===== config.mk =====
export PLATFORM = sky130hd
export DESIGN_NAME = lif_neuron_core_flat
export DESIGN_NICKNAME = d
export VERILOG_FILES = /design/src/rtl/snn_pkg.sv /design/src/rtl/lif_neuron_core_if.sv /design/src/rtl/neuron_state_ram.sv /design/src/rtl/lif_neuron_core.sv /design/src/flat_wrapper.sv
export SDC_FILE = /design/constraint.sdc
export NUM_CORES = 2
export LEC_CHECK = 0
export ABC_AREA = 1
export BUFFER_PORTS_ARGS = -buffer_cell sky130_fd_sc_hd__buf_2
export CAP_MARGIN = 20
export CORE_MARGIN = 8
export CORE_UTILIZATION = 35
export CTS_CLUSTER_SIZE = 25
export DETAILED_ROUTE_END_ITERATION = 16
export HOLD_SLACK_MARGIN = 0.02
export SYNTH_ARGS = -nofsm -noshare
export SYNTH_HDL_FRONTEND = slang
export SYNTH_HIERARCHICAL = 1
export SYNTH_SLANG_ARGS = --single-unit

===== constraint.sdc =====
create_clock -name aclk -period 18.6 [get_ports aclk]
set_input_delay 0 -clock aclk [delete_from_list [all_inputs] [get_ports aclk]]
set_output_delay 0 -clock aclk [all_outputs]
set_load 0.1 [all_outputs]

===== src/rtl/snn_pkg.sv =====
// Shared constants, FSM state encoding and the saturating arithmetic used by
// the leaky integrate-and-fire core.
package snn_pkg;

  localparam int NUM_NEURONS_DEF     = 64;
  localparam int NEURON_ID_WIDTH_DEF = 6;
  localparam int WEIGHT_WIDTH_DEF    = 16;
  localparam int V_WIDTH             = 16;
  localparam int R_WIDTH             = 8;
  localparam int STATE_WIDTH         = R_WIDTH + V_WIDTH;

  localparam int CTRL_EN   = 0;
  localparam int CTRL_CLR  = 1;
  localparam int CTRL_STEP = 2;

  localparam int CFG_RESET_MODE = 0;

  localparam int STAT_BUSY      = 0;
  localparam int STAT_SWEEP     = 1;
  localparam int STAT_CLEAR     = 2;
  localparam int STAT_STEP_OVF  = 3;
  localparam int STAT_SPK_STALL = 4;
  localparam int STAT_TS_LSB    = 16;

  // CLEAR is the all-zero encoding so reset lands there directly.
  typedef enum logic [2:0] {
    ST_CLEAR    = 3'd0,
    ST_IDLE     = 3'd1,
    ST_EVT_RD   = 3'd2,
    ST_EVT_WR   = 3'd3,
    ST_SPK_WAIT = 3'd4,
    ST_LK_RD    = 3'd5,
    ST_LK_WR    = 3'd6
  } state_e;

  function automatic logic [V_WIDTH-1:0] sat_add(input logic [V_WIDTH-1:0] v,
                                                 input logic [WEIGHT_WIDTH_DEF-1:0] w);
    logic signed [17:0] sum;
    sum = $signed({2'b00, v}) + $signed({{2{w[WEIGHT_WIDTH_DEF-1]}}, w});
    if (sum < 18'sd0) return '0;
    else if (sum > 18'sd65535) return '1;
    else return sum[V_WIDTH-1:0];
  endfunction

  function automatic logic [V_WIDTH-1:0] leak_sub(input logic [V_WIDTH-1:0] v,
                                                  input logic [V_WIDTH-1:0] leak);
    return (v > leak) ? v - leak : '0;
  endfunction

endpackage


===== src/rtl/lif_neuron_core_if.sv =====
// Event input and spike output streams of the LIF core.
// Both streams: a beat transfers on a clock edge where valid and ready are both
// high; valid and its payload stay stable until that edge, ready never waits on valid.
interface lif_neuron_core_if #(
  parameter int ID_W = 6,
  parameter int W_W  = 16
);
  logic            s_evt_valid;
  logic            s_evt_ready;
  logic [ID_W-1:0] s_evt_id;
  logic [W_W-1:0]  s_evt_weight;
  logic            m_spk_valid;
  logic            m_spk_ready;
  logic [ID_W-1:0] m_spk_id;

  modport slave (
    input  s_evt_valid, s_evt_id, s_evt_weight, m_spk_ready,
    output s_evt_ready, m_spk_valid, m_spk_id
  );

  modport master (
    output s_evt_valid, s_evt_id, s_evt_weight, m_spk_ready,
    input  s_evt_ready, m_spk_valid, m_spk_id
  );
endinterface


===== src/rtl/neuron_state_ram.sv =====
// Per-neuron {refractory, potential} storage: one write port, one registered
// read port; a same-address read and write returns the old word.
module neuron_state_ram #(
  parameter int DEPTH = 64,
  parameter int AW    = 6,
  parameter int DW    = 24
) (
  input  logic          clk,
  input  logic          we_i,
  input  logic [AW-1:0] waddr_i,
  input  logic [DW-1:0] wdata_i,
  input  logic          re_i,
  input  logic [AW-1:0] raddr_i,
  output logic [DW-1:0] rdata_o
);
  logic [DW-1:0] mem_q [DEPTH];
  logic [DW-1:0] rdata_q;

  always_ff @(posedge clk) begin
    if (we_i) mem_q[waddr_i] <= wdata_i;
    if (re_i) rdata_q <= mem_q[raddr_i];
  end

  assign rdata_o = rdata_q;
endmodule


===== src/rtl/lif_neuron_core.sv =====
// Time-multiplexed leaky integrate-and-fire engine: integrates weighted events,
// leaks once per timestep and emits spike IDs.
module lif_neuron_core
  import snn_pkg::*;
#(
  parameter int NUM_NEURONS     = NUM_NEURONS_DEF,
  parameter int NEURON_ID_WIDTH = NEURON_ID_WIDTH_DEF,
  parameter int WEIGHT_WIDTH    = WEIGHT_WIDTH_DEF
) (
  input  logic                 aclk,
  input  logic                 aresetn,
  input  logic [31:0]          ctrl_reg,
  input  logic [31:0]          config_reg,
  input  logic [15:0]          leak_rate,
  input  logic [15:0]          threshold,
  input  logic [15:0]          refractory_period,
  lif_neuron_core_if.slave     bus,
  output logic [31:0]          status_reg,
  output logic [31:0]          spike_count,
  output state_e               dbg_state_o
);
  state_e state_q, state_d;
  logic [NEURON_ID_WIDTH-1:0] idx_q, evt_id_q, spk_id_q;
  logic [WEIGHT_WIDTH-1:0]    evt_w_q;
  logic clr_prev_q, step_prev_q, clr_pend_q, step_pend_q;
  logic spk_valid_q, ovf_q, stall_q;
  logic [31:0] spk_cnt_q;
  logic [15:0] ts_q;

  logic ram_we, ram_re, evt_ready;
  logic [NEURON_ID_WIDTH-1:0] ram_waddr, ram_raddr;
  logic [STATE_WIDTH-1:0] ram_wdata, ram_rdata;

  logic enable, clr_edge, step_edge, evt_acc, step_take, last_idx;
  logic spk_free, fire, spk_load;
  logic [V_WIDTH-1:0] rd_v, v_int, v_new;
  logic [R_WIDTH-1:0] rd_r, r_new, refr_clip;
  logic unused_bits;

  assign unused_bits = ^{ctrl_reg[31:3], config_reg[31:1]};

  assign enable    = ctrl_reg[CTRL_EN];
  assign clr_edge  = ctrl_reg[CTRL_CLR] & ~clr_prev_q;
  assign step_edge = ctrl_reg[CTRL_STEP] & ~step_prev_q & enable;
  assign last_idx  = (idx_q == NEURON_ID_WIDTH'(NUM_NEURONS - 1));
  assign evt_acc   = bus.s_evt_valid & evt_ready;
  assign step_take = (state_q == ST_IDLE) & ~clr_pend_q & step_pend_q & enable;

  assign rd_v      = ram_rdata[V_WIDTH-1:0];
  assign rd_r      = ram_rdata[STATE_WIDTH-1:V_WIDTH];
  assign refr_clip = (|refractory_period[15:8]) ? 8'hFF : refractory_period[7:0];

  // Integration result; only meaningful in EVT_WR when the neuron is not refractory.
  assign v_int = sat_add(rd_v, evt_w_q);
  assign fire  = (rd_r == '0) && (v_int >= threshold);
  assign v_new = fire ? (config_reg[CFG_RESET_MODE] ? v_int - threshold : '0) : v_int;
  assign r_new = fire ? refr_clip : rd_r;

  // The spike register can take a new ID if empty or draining this very edge.
  assign spk_free = ~spk_valid_q | bus.m_spk_ready;
  assign spk_load = ((state_q == ST_EVT_WR) & fire & spk_free) |
                    ((state_q == ST_SPK_WAIT) & spk_free);

  always_ff @(posedge aclk or negedge aresetn) begin
    if (!aresetn) state_q <= ST_CLEAR;
    else          state_q <= state_d;
  end

  always_comb begin
    state_d = state_q;
    case (state_q)
      ST_CLEAR:    if (last_idx) state_d = ST_IDLE;
      ST_IDLE: begin
        if (clr_pend_q)                    state_d = ST_CLEAR;
        else if (step_pend_q && enable)    state_d = ST_LK_RD;
        else if (evt_acc)                  state_d = ST_EVT_RD;
      end
      ST_EVT_RD:   state_d = ST_EVT_WR;
      ST_EVT_WR:   state_d = (fire && !spk_free) ? ST_SPK_WAIT : ST_IDLE;
      ST_SPK_WAIT: if (spk_free) state_d = ST_IDLE;
      ST_LK_RD:    state_d = ST_LK_WR;
      ST_LK_WR:    state_d = last_idx ? ST_IDLE : ST_LK_RD;
      default:     state_d = ST_IDLE;
    endcase
  end

  always_comb begin
    ram_we    = 1'b0;
    ram_re    = 1'b0;
    ram_waddr = idx_q;
    ram_raddr = idx_q;
    ram_wdata = '0;
    evt_ready = (state_q == ST_IDLE) & enable & ~clr_pend_q & ~step_pend_q;
    case (state_q)
      ST_CLEAR:  ram_we = 1'b1;
      ST_EVT_RD: begin
        ram_re    = 1'b1;
        ram_raddr = evt_id_q;
      end
      // Refractory neurons drop the event without touching memory.
      ST_EVT_WR: begin
        ram_we    = (rd_r == '0);
        ram_waddr = evt_id_q;
        ram_wdata = {r_new, v_new};
      end
      ST_LK_RD:  ram_re = 1'b1;
      ST_LK_WR: begin
        ram_we    = 1'b1;
        ram_wdata = {(rd_r != '0) ? rd_r - 8'd1 : 8'd0, leak_sub(rd_v, leak_rate)};
      end
      default: ;
    endcase
  end

  always_ff @(posedge aclk or negedge aresetn) begin
    if (!aresetn) begin
      idx_q       <= '0;
      evt_id_q    <= '0;
      evt_w_q     <= '0;
      clr_prev_q  <= 1'b0;
      step_prev_q <= 1'b0;
      clr_pend_q  <= 1'b0;
      step_pend_q <= 1'b0;
      spk_valid_q <= 1'b0;
      spk_id_q    <= '0;
      spk_cnt_q   <= '0;
      ts_q        <= '0;
      ovf_q       <= 1'b0;
      stall_q     <= 1'b0;
    end else begin
      clr_prev_q  <= ctrl_reg[CTRL_CLR];
      step_prev_q <= ctrl_reg[CTRL_STEP];
      if (evt_acc) begin
        evt_id_q <= bus.s_evt_id;
        evt_w_q  <= bus.s_evt_weight;
      end
      if (state_q == ST_CLEAR || state_q == ST_LK_WR) idx_q <= last_idx ? '0 : idx_q + 1'b1;
      if (state_q == ST_CLEAR) begin
        clr_pend_q  <= 1'b0;
        step_pend_q <= 1'b0;
        spk_valid_q <= 1'b0;
        spk_id_q    <= '0;
        spk_cnt_q   <= '0;
        ts_q        <= '0;
        ovf_q       <= 1'b0;
        stall_q     <= 1'b0;
      end else begin
        if (clr_edge) clr_pend_q <= 1'b1;
        // One step runs, one more may wait; any further step is dropped.
        if (step_edge) begin
          if (step_pend_q && !step_take) ovf_q <= 1'b1;
          step_pend_q <= 1'b1;
        end else if (step_take) begin
          step_pend_q <= 1'b0;
        end
        if (spk_load) begin
          spk_valid_q <= 1'b1;
          spk_id_q    <= evt_id_q;
        end else if (spk_valid_q && bus.m_spk_ready) begin
          spk_valid_q <= 1'b0;
        end
        if (state_q == ST_EVT_WR && fire) spk_cnt_q <= spk_cnt_q + 32'd1;
        if (state_q == ST_EVT_WR && state_d == ST_SPK_WAIT) stall_q <= 1'b1;
        if (state_q == ST_LK_WR && last_idx) ts_q <= ts_q + 16'd1;
      end
    end
  end

  neuron_state_ram #(
    .DEPTH(NUM_NEURONS),
    .AW   (NEURON_ID_WIDTH),
    .DW   (STATE_WIDTH)
  ) u_ram (
    .clk    (aclk),
    .we_i   (ram_we),
    .waddr_i(ram_waddr),
    .wdata_i(ram_wdata),
    .re_i   (ram_re),
    .raddr_i(ram_raddr),
    .rdata_o(ram_rdata)
  );

  assign bus.s_evt_ready = evt_ready;
  assign bus.m_spk_valid = spk_valid_q;
  assign bus.m_spk_id    = spk_id_q;
  assign spike_count     = spk_cnt_q;
  assign dbg_state_o     = state_q;
  assign status_reg      = {ts_q, 11'd0, stall_q, ovf_q, state_q == ST_CLEAR,
                            state_q == ST_LK_RD || state_q == ST_LK_WR, state_q != ST_IDLE};
endmodule

===== src/flat_wrapper.sv =====
// flat-port wrapper written by rule: the top's interface ports become plain ports
module lif_neuron_core_flat import snn_pkg::*;
#(
  parameter int NUM_NEURONS     = NUM_NEURONS_DEF,
  parameter int NEURON_ID_WIDTH = NEURON_ID_WIDTH_DEF,
  parameter int WEIGHT_WIDTH    = WEIGHT_WIDTH_DEF
)
  (aclk, aresetn, ctrl_reg, config_reg, leak_rate, threshold, refractory_period, status_reg, spike_count, dbg_state_o, bus_s_evt_valid, bus_s_evt_id, bus_s_evt_weight, bus_m_spk_ready, bus_s_evt_ready, bus_m_spk_valid, bus_m_spk_id);
  lif_neuron_core_if bus_i ();
  input  logic aclk;
  input  logic aresetn;
  input  logic [31:0] ctrl_reg;
  input  logic [31:0] config_reg;
  input  logic [15:0] leak_rate;
  input  logic [15:0] threshold;
  input  logic [15:0] refractory_period;
  output logic [31:0] status_reg;
  output logic [31:0] spike_count;
  output state_e dbg_state_o;
  input wire logic [$bits(bus_i.s_evt_valid)-1:0] bus_s_evt_valid;
  input wire logic [$bits(bus_i.s_evt_id)-1:0] bus_s_evt_id;
  input wire logic [$bits(bus_i.s_evt_weight)-1:0] bus_s_evt_weight;
  input wire logic [$bits(bus_i.m_spk_ready)-1:0] bus_m_spk_ready;
  output wire logic [$bits(bus_i.s_evt_ready)-1:0] bus_s_evt_ready;
  output wire logic [$bits(bus_i.m_spk_valid)-1:0] bus_m_spk_valid;
  output wire logic [$bits(bus_i.m_spk_id)-1:0] bus_m_spk_id;
  assign bus_i.s_evt_valid = bus_s_evt_valid;
  assign bus_i.s_evt_id = bus_s_evt_id;
  assign bus_i.s_evt_weight = bus_s_evt_weight;
  assign bus_i.m_spk_ready = bus_m_spk_ready;
  assign bus_s_evt_ready = bus_i.s_evt_ready;
  assign bus_m_spk_valid = bus_i.m_spk_valid;
  assign bus_m_spk_id = bus_i.m_spk_id;
  lif_neuron_core #(.NUM_NEURONS(NUM_NEURONS), .NEURON_ID_WIDTH(NEURON_ID_WIDTH), .WEIGHT_WIDTH(WEIGHT_WIDTH)) u_core (.aclk(aclk), .aresetn(aresetn), .ctrl_reg(ctrl_reg), .config_reg(config_reg), .leak_rate(leak_rate), .threshold(threshold), .refractory_period(refractory_period), .bus(bus_i), .status_reg(status_reg), .spike_count(spike_count), .dbg_state_o(dbg_state_o));
endmodule

# ---- Word-level counts from Yosys, hierarchy flattened
# Memories as Yosys holds them, arrays and structs flattened. A register that Yosys moved wholly into a read port is not among the register bits.
# Cells that the tools add are included.
dict set report op_classes {
  add_sub_neg 7
  n_lt_le_gt_ge 4
  n_eq_ne 9
  mux 43
  bitwise 20
  reduce_logical 28
}
# cell n
set ops {}
lappend ops {{16-bit two-way mux} 7}
lappend ops {{32-bit two-way mux} 2}
lappend ops {{24-bit case mux with 2 select lines} 1}
lappend ops {{32-bit by 1-bit adder with 32-bit output, second input constant} 1}
lappend ops {{16-bit subtractor} 2}
lappend ops {{6-bit two-way mux} 5}
lappend ops {{8-bit two-way mux} 3}
lappend ops {{3-bit two-way mux} 7}
lappend ops {{3-bit case mux with 7 select lines} 1}
lappend ops {{17-bit by 16-bit adder with 18-bit output} 1}
lappend ops {{18-bit by 17-bit greater-than comparator with 1-bit output, second input constant} 1}
lappend ops {{18-bit by 1-bit less-than comparator with 1-bit output, second input constant} 1}
lappend ops {{16-bit by 1-bit adder with 16-bit output, second input constant} 1}
lappend ops {{16-bit greater-or-equal comparator} 1}
lappend ops {{16-bit greater-than comparator} 1}
lappend ops {{1-bit two-way mux} 16}
lappend ops {{2-bit nonzero test} 7}
lappend ops {{1-bit bitwise AND} 13}
lappend ops {{3-bit == test, second input constant} 4}
lappend ops {{1-bit logical AND} 8}
lappend ops {{8-bit zero test} 1}
lappend ops {{8-bit nonzero test} 1}
lappend ops {{8-bit OR reduction} 1}
lappend ops {{8-bit by 1-bit subtractor with 8-bit output, second input constant} 1}
lappend ops {{other kinds (14)} 24}
dict set report totals {
  ff_bits 92
  mem_bits_rw 1536
  in_bits 138
  elab_cells 126
  n_memories 1
}
# name words width rd rd_clocked_by_memory_dff wr line
set memory_table {}
lappend memory_table {u_core.u_ram.mem_q 64 24 1 1 1 neuron_state_ram.sv:16} ;# logic [DW-1:0] mem_q [DEPTH];

# ---- Logic depth before layout (Yosys ltp)
dict set report logic_depth {
  ltp_word 13
  ltp_mapped 31
  depth_no_buf 31
}

# ---- Modules after synthesis
# Netlist, hierarchy kept.
# mod n_inst cells_per_inst area_each_um2 seq_area_each_um2
set modules_own_cells {}
lappend modules_own_cells {neuron_state_ram 1 5230 62995.4 46844.9}
lappend modules_own_cells {lif_neuron_core 1 1346 8667.1 2302.2}

# ---- Worst setup path after synthesis
# Ideal clock, no wire load.
dict set report synth_path {
  path_type {register to register}
  startpoint {register u_core.evt_w_q[0]}
  endpoint {memory u_core.u_ram.mem_q[0][23], data pin}
  arrival_ps 5779
  setup_slack_ps 12119
  stages_incl_launch_ff 28
  period_less_slack_ps 6481
  cell_sequence {dfrtp_1 > ha_1 > inv_1 > fa_1 > inv_1 > nand3_1 > nand2_1 > nand2_1 > nand2_1 > nand2_1 > nand2_1 > nand4_1 > nand2_1 > inv_1 > nand2_1 > nand2_1 > ha_1 > fa_1 > nand3b_1 > nand2_1 > nand2_1 > nand3_1 > nand2_1 > nand2_1 > nand2_2 > inv_1 > o21ai_0 > o21ai_0}
}
dict set report synth_via {
  elab_chain_len 8
  word_cells_on_any_way 9
  cone_classes {1 x add/sub; 3 x order compare; 4 x mux; 1 x reduce/logical}
}
# element line
set synth_rtl {}
lappend synth_rtl {{start: declaration} lif_neuron_core.sv:24} ;# logic [WEIGHT_WIDTH-1:0] evt_w_q;
lappend synth_rtl {{start signal: assignment} lif_neuron_core.sv:135} ;# evt_w_q <= bus.s_evt_weight;
lappend synth_rtl {{17-bit by 16-bit adder with 18-bit output *} snn_pkg.sv:39} ;# sum = $signed({2'b00, v}) + $signed({{2{w[WEIGHT_WIDTH_DEF-1]}}, w});
lappend synth_rtl {{18-bit by 17-bit greater-than comparator with 1-bit output} snn_pkg.sv:41} ;# else if (sum > 18'sd65535) return '1;
lappend synth_rtl {{16-bit two-way mux} snn_pkg.sv:41}
lappend synth_rtl {{16-bit two-way mux *} snn_pkg.sv:40} ;# if (sum < 18'sd0) return '0;
lappend synth_rtl {{16-bit greater-or-equal comparator *} lif_neuron_core.sv:55} ;# assign fire = (rd_r == '0) && (v_int >= threshold);
lappend synth_rtl {{1-bit logical AND *} lif_neuron_core.sv:55}
lappend synth_rtl {{8-bit two-way mux *} lif_neuron_core.sv:57} ;# assign r_new = fire ? refr_clip : rd_r;
lappend synth_rtl {{24-bit case mux with 2 select lines *} lif_neuron_core.sv:94} ;# case (state_q)
lappend synth_rtl {{via u_core.ram_wdata[23]} lif_neuron_core.sv:32} ;# logic [STATE_WIDTH-1:0] ram_wdata, ram_rdata;
lappend synth_rtl {{end: declaration} neuron_state_ram.sv:16}
# Mark *: on every way through the listed nets, which the timed path passes. The rest lies on a longest branch.

# ---- Final worst setup path
dict set report layout_path {
  startpoint {register u_core.u_ram.rdata_q[8] (netlist: u_core/u_ram/rdata_o[8]), read port of u_core.u_ram.mem_q}
  endpoint {memory u_core.u_ram.mem_q[30][3], data pin}
}
dict set report layout_via {
  elab_chain_len 8
  word_cells_on_any_way 13
  cone_classes {2 x add/sub; 4 x order compare; 6 x mux; 1 x reduce/logical}
}
# element line
set layout_rtl {}
lappend layout_rtl {{start: declaration} neuron_state_ram.sv:17} ;# logic [DW-1:0] rdata_q;
lappend layout_rtl {{17-bit by 16-bit adder with 18-bit output} snn_pkg.sv:39}
lappend layout_rtl {{18-bit by 17-bit greater-than comparator with 1-bit output} snn_pkg.sv:41}
lappend layout_rtl {{16-bit two-way mux} snn_pkg.sv:41}
lappend layout_rtl {{16-bit two-way mux} snn_pkg.sv:40}
lappend layout_rtl {{16-bit subtractor or 16-bit greater-or-equal comparator (tied branches)} {lif_neuron_core.sv:56, lif_neuron_core.sv:55}}
lappend layout_rtl {{16-bit two-way mux or 1-bit logical AND (tied branches)} {lif_neuron_core.sv:56, lif_neuron_core.sv:55}}
lappend layout_rtl {{16-bit two-way mux} lif_neuron_core.sv:56} ;# assign v_new = fire ? (config_reg[CFG_RESET_MODE] ? v_int - threshold : '0) : v_int;
lappend layout_rtl {{24-bit case mux with 2 select lines *} lif_neuron_core.sv:94}
lappend layout_rtl {{via u_core.ram_wdata[3]} lif_neuron_core.sv:32}
# Marks and branches as above.

==> results.md <==
- Library cells used by synthesis: 60
- FF+latch count, synth: around 1,700
- Syn Area/Cell: about 11 um^2
- Die Width: around 470 um
- Overall Global Routing Usage: 0.185
- RR Endpoint: u_core/u_ram/mem_q[30][3]$_DFFE_PP_
- Final instance area: a little over 80,000 um^2
- Effective utilization at floorplan: 0.351
- Total wire length: roughly 210,000 um
- Clock power frac: 0.236
- CTS tree: done
- CP cell instances: ha_1 -> nand2_2 -> nor2_2 -> nand3_1 -> nand3_1 -> nand2_1 -> nand2_2 -> xor2_4 -> nand2_1 -> inv_1 -> ha_1 -> a21oi_1 -> a21boi_1 -> nand3_1 -> nand2_1 -> nand2_1 -> nand2_2 -> nand2_2 -> inv_2 -> nand3_1 -> nand2_2 -> buf_4
- Hold Path Cell Cnt: 6
- DR WL/cell: ~22 um
- Switching part of the total: 0.435
- CTS clock-pin slew for the worst setup and hold paths: around 0.060 ns
- DRT iter0 DRCs: 5,444
- Vias in the first global route: roughly 47,000
- Reg-to-reg setup timing slack: between 10 and 15 ns
- Worst hold path startpoint: ctrl_reg[1]
- Status: finished, final reports clean
- Critical setup path kind: reg2reg
- First-pass GRT wire length: a little over 300,000 um
- Worst path max stage delay: between 0.5 and 0.6 ns
- Detailed Place HPWL: about 110,000 um
- CTS Buffer Depth: 3
- RSZ-0062 raised after global routing: no
- Die area: roughly 220,000 um^2
- CP most frequent cell: nand2_2
- Required @ worst endpoint: between 15 and 20 ns
- Hold Path Class: in2reg
- Reg2reg start: u_core/u_ram/rdata_o[8]$_DFFE_PP_
- Placed cell areas: approximately 75,000 um^2
- Vias per inst: 5.25
- Worst vdd rail ir drop: 0.208 mV
- Io pins: 213
- DRC viols: 0
- TNS Setup: 0 ns
- Postcts setup bufs: 0
- Synth Instances: about 6,600
- WHS Endpoint: u_core/clr_pend_q$_DFFE_PN0P_
- Fin nets: roughly 6,900
- Pwr/cell area: approximately 170 nW/um^2
- DR vias: between 50,000 and 60,000
- Rows: 166
- Flop pwr share: 0.323
- Share of post-route cells with drive strength above 1: 0.0953
- Cts repair resizes: 0
- Post-Syn Area: just over 70,000 um^2
- Sequential cell area fraction in the yosys report: 0.686
- Routability congestion estimate from global placement: 0.859
- Period utilisation layout: 0.352
- Initial antenna violation count: 6
- Maxcap violations: 0
- Worst Tran Pin Value: roughly 1.4 ns
- Root Driver: clkbuf_16
- Peak Freq: about 150 MHz
- Placeable Area: slightly above 200,000 um^2
- Critical path arrival: just over 7 ns
- FF-to-FF path depth: 22
- Switching power: around 6100 uW
- Final Max Tran Viols: 0
- Final min period: 6.55 ns
- Yosys Warn Count: 6
- Port-buffer cells: ~140
- Overflow after GRT: 0
- Slowest CP cell: edfxtp_1
- Slew headroom: 0.0429
- Comb pwr share: 0.441
- Antenna Nets Post-Route: 0
- CTS Sinks: ~1,700
- Cell family with the largest share of critical-path delay: simple AND/OR/NAND/NOR gates
- Setup crit end kind: flip-flop
- Setup Viol. Count Final: 0
- Area Growth Syn to Fin: 13.5%
- Static Leak: around 0.031 uW
- Crit path buf inv count: 3
- Die Y: 468 um
- Layout Skew: between 0.03 and 0.04 ns
- Clock H-tree levels: 4
- Num CTS Buffers: approximately 170
- Crit path launch type: flip-flop
- CP max FO: 40
- Final hold viol count: 0
- Initial DRT Pass Iterations: 6
- Clock Latency Late Sink: between 0.8 and 0.9 ns
- Largest net degree at the start of global routing: about 260
- P_int: 7980 uW
-- flip-flops by register name (all words and copies together), names as in the netlist --
| signal | flops |
|---|---|
| u_core/clr_prev_q | 1 |
| u_core/step_pend_q | 1 |
| u_core/dbg_state_o | 3 |
| u_core/u_ram/rdata_o | 24 |
| u_core/u_ram/mem_q | 1536 |
| u_core/evt_id_q | 6 |
| u_core/ts_q | 16 |
| u_core/clr_pend_q | 1 |
| u_core/step_prev_q | 1 |
| u_core/spike_count | 32 |
| u_core/evt_w_q | 16 |
| u_core/bus.m_spk_id | 6 |
| u_core/bus.m_spk_valid | 1 |
| u_core/idx_q | 6 |
| u_core/stall_q | 1 |
| u_core/ovf_q | 1 |
-- cell families (layout without fill, tap and decap cells) --
| kind of cell | after synthesis | after routing | synth area share |
|---|---|---|---|
| and+or+nand+nor | 4037 | 4037 | 0.241 |
| buffers and inverters | 598 | 892 | 0.0427 |
| DFF | 1652 | 1652 | 0.686 |
| AOI/OAI and AO/OA | 198 | 198 | 0.0155 |
| other | 1 | 14 | 0.0000523 |
| xor gates and xnor gates | 33 | 33 | 0.00430 |
| adders and majority gates | 57 | 57 | 0.0103 |
-- layout make-up --
type,instances,area [um^2]
Clock buffer,206,4420
Tap cell,2688,3360
Clock inverter,102,995
Timing Repair Buffer,364,2690
Sequential cell,1652,49100
Inverter,220,860
Multi-Input combinational cell,4336,19900
Fill cell,19269,123000
Antenna cell,3,7.51
-- Yosys cell counts, drive strengths merged --
cell type  instances  area share
inv              218       0.011
o22ai              1    0.000087
a21o               2     0.00021
o21a               2     0.00021
or2               11     0.00096
conb               1    0.000052
o21bai            12      0.0013
nand2           2346        0.12
nand4             39      0.0034
o31ai              2     0.00021
nand2b             1    0.000087
nor3b              2     0.00028
a211oi             1     0.00010
and2               3     0.00030
nor2             159      0.0086
o211ai             3     0.00031
o21ai             99      0.0071
a221oi             1     0.00012
fa                 3     0.00084
ha                54      0.0094
a21boi             2     0.00021
nand3           1406       0.098
clkinv             2     0.00012
o221a              1     0.00016
clkbuf            70      0.0037
o2111ai            1     0.00012
and3               2     0.00017
nand3b            10      0.0010
a21oi             62      0.0044
xnor2             11      0.0013
dfrtp             92       0.032
o211a              1     0.00014
buf              308       0.027
nor3              41      0.0033
edfxtp          1560        0.65
xor2              22      0.0030
o221ai             4     0.00049
nor4              17      0.0015
a31oi              4     0.00035
-- worst min-delay path, stage by stage --
cell	delay, ns
dlygate4sd3_1	0.53
buf_2	0.11
inv_1	0.04
nor2_1	0.06
o21ai_0	0.07
inv_1	0.05
-- metal layers --
metal / wire length (um) / vias up / global-route usage
met5: 0 / - / 0
met4: 7890 / 0 / 0.0694
met3: 17500 / 347 / 0.0284
met2: 95800 / 2147 / 0.293
met1: 88500 / 24595 / 0.258
li1: - / 23154 / -
-- how the worst max path moves through the flow --
stage / startpoint / end / slack [ns] / cells after the start
after global placement: u_core/u_ram/rdata_o[12]$_DFFE_PP_ / u_core/u_ram/mem_q[56][21]$_DFFE_PP_ / 12.05 / 19
after detailed placement: u_core/u_ram/rdata_o[0]$_DFFE_PP_ / u_core/u_ram/mem_q[30][3]$_DFFE_PP_ / 12.20 / 29
after CTS: u_core/u_ram/rdata_o[0]$_DFFE_PP_ / u_core/u_ram/mem_q[34][3]$_DFFE_PP_ / 12.19 / 27
after global routing: u_core/u_ram/rdata_o[0]$_DFFE_PP_ / u_core/u_ram/mem_q[31][3]$_DFFE_PP_ / 11.58 / 27
final: u_core/u_ram/rdata_o[8]$_DFFE_PP_ / u_core/u_ram/mem_q[30][3]$_DFFE_PP_ / 12.05 / 22
after floorplan: u_core/evt_w_q[0]$_DFFE_PN0P_ / u_core/u_ram/mem_q[0][23]$_DFFE_PP_ / 12.12 / 27
-- per-stage QoR --
step | hold WS (ns) | power [uW] | util | cells | setup slack [ns]
final | 0.105 | 14100 | 0.398 | 9571 | 12.05
after global routing | 0.148 | 14900 | 0.398 | 9570 | 11.58
after CTS | 0.0542 | 14100 | 0.398 | 9566 | 12.19
after detailed placement | -0.0218 | 10800 | 0.368 | 9173 | 12.20
after global placement | -0.0235 | 10700 | 0.368 | 9172 | 12.05
after floorplan | -0.296 | 8820 | - | 6586 | 12.12
-- power groups by stage --
stage / logic [uW] / clock network (uW) / registers [uW]
global placement: 6080 / 0 / 4620
finish: 6220 / 3340 / 4560
floorplan: 4220 / 0 / 4600
CTS: 6170 / 3400 / 4560
detailed placement: 6120 / 0 / 4630
global route: 6800 / 3530 / 4570
-- cell usage in the layout, fill, tap and decap left out, types with 8 or more instances in the layout --
cell type and count:
clkinv_2 29, nand2_2 22, buf_4 132, nand4_1 39, nor4_1 9, nand3_1 1403
nand2_1 2321, buf_12 8, clkbuf_1 34, xnor2_1 11, conb_1 11, buf_2 140
o21ai_0 81, clkbuf_16 171, nor2_2 59, clkinv_1 42, a21oi_1 61, or2_2 11
edfxtp_1 1560, nand3b_1 10, inv_1 208, bufinv_16 15, xor2_1 21, nor4_2 8
nor2_1 98, dlygate4sd3_1 84, dfrtp_1 92, nor3_1 37, ha_1 54, o21bai_1 12
-- repair_timing --
action,in CTS,in global routing
hold buffers,85,0
endpoints found under the hold margin,129,0
setup endpoints to repair,0,0
Power figures use the tool's default switching activity.
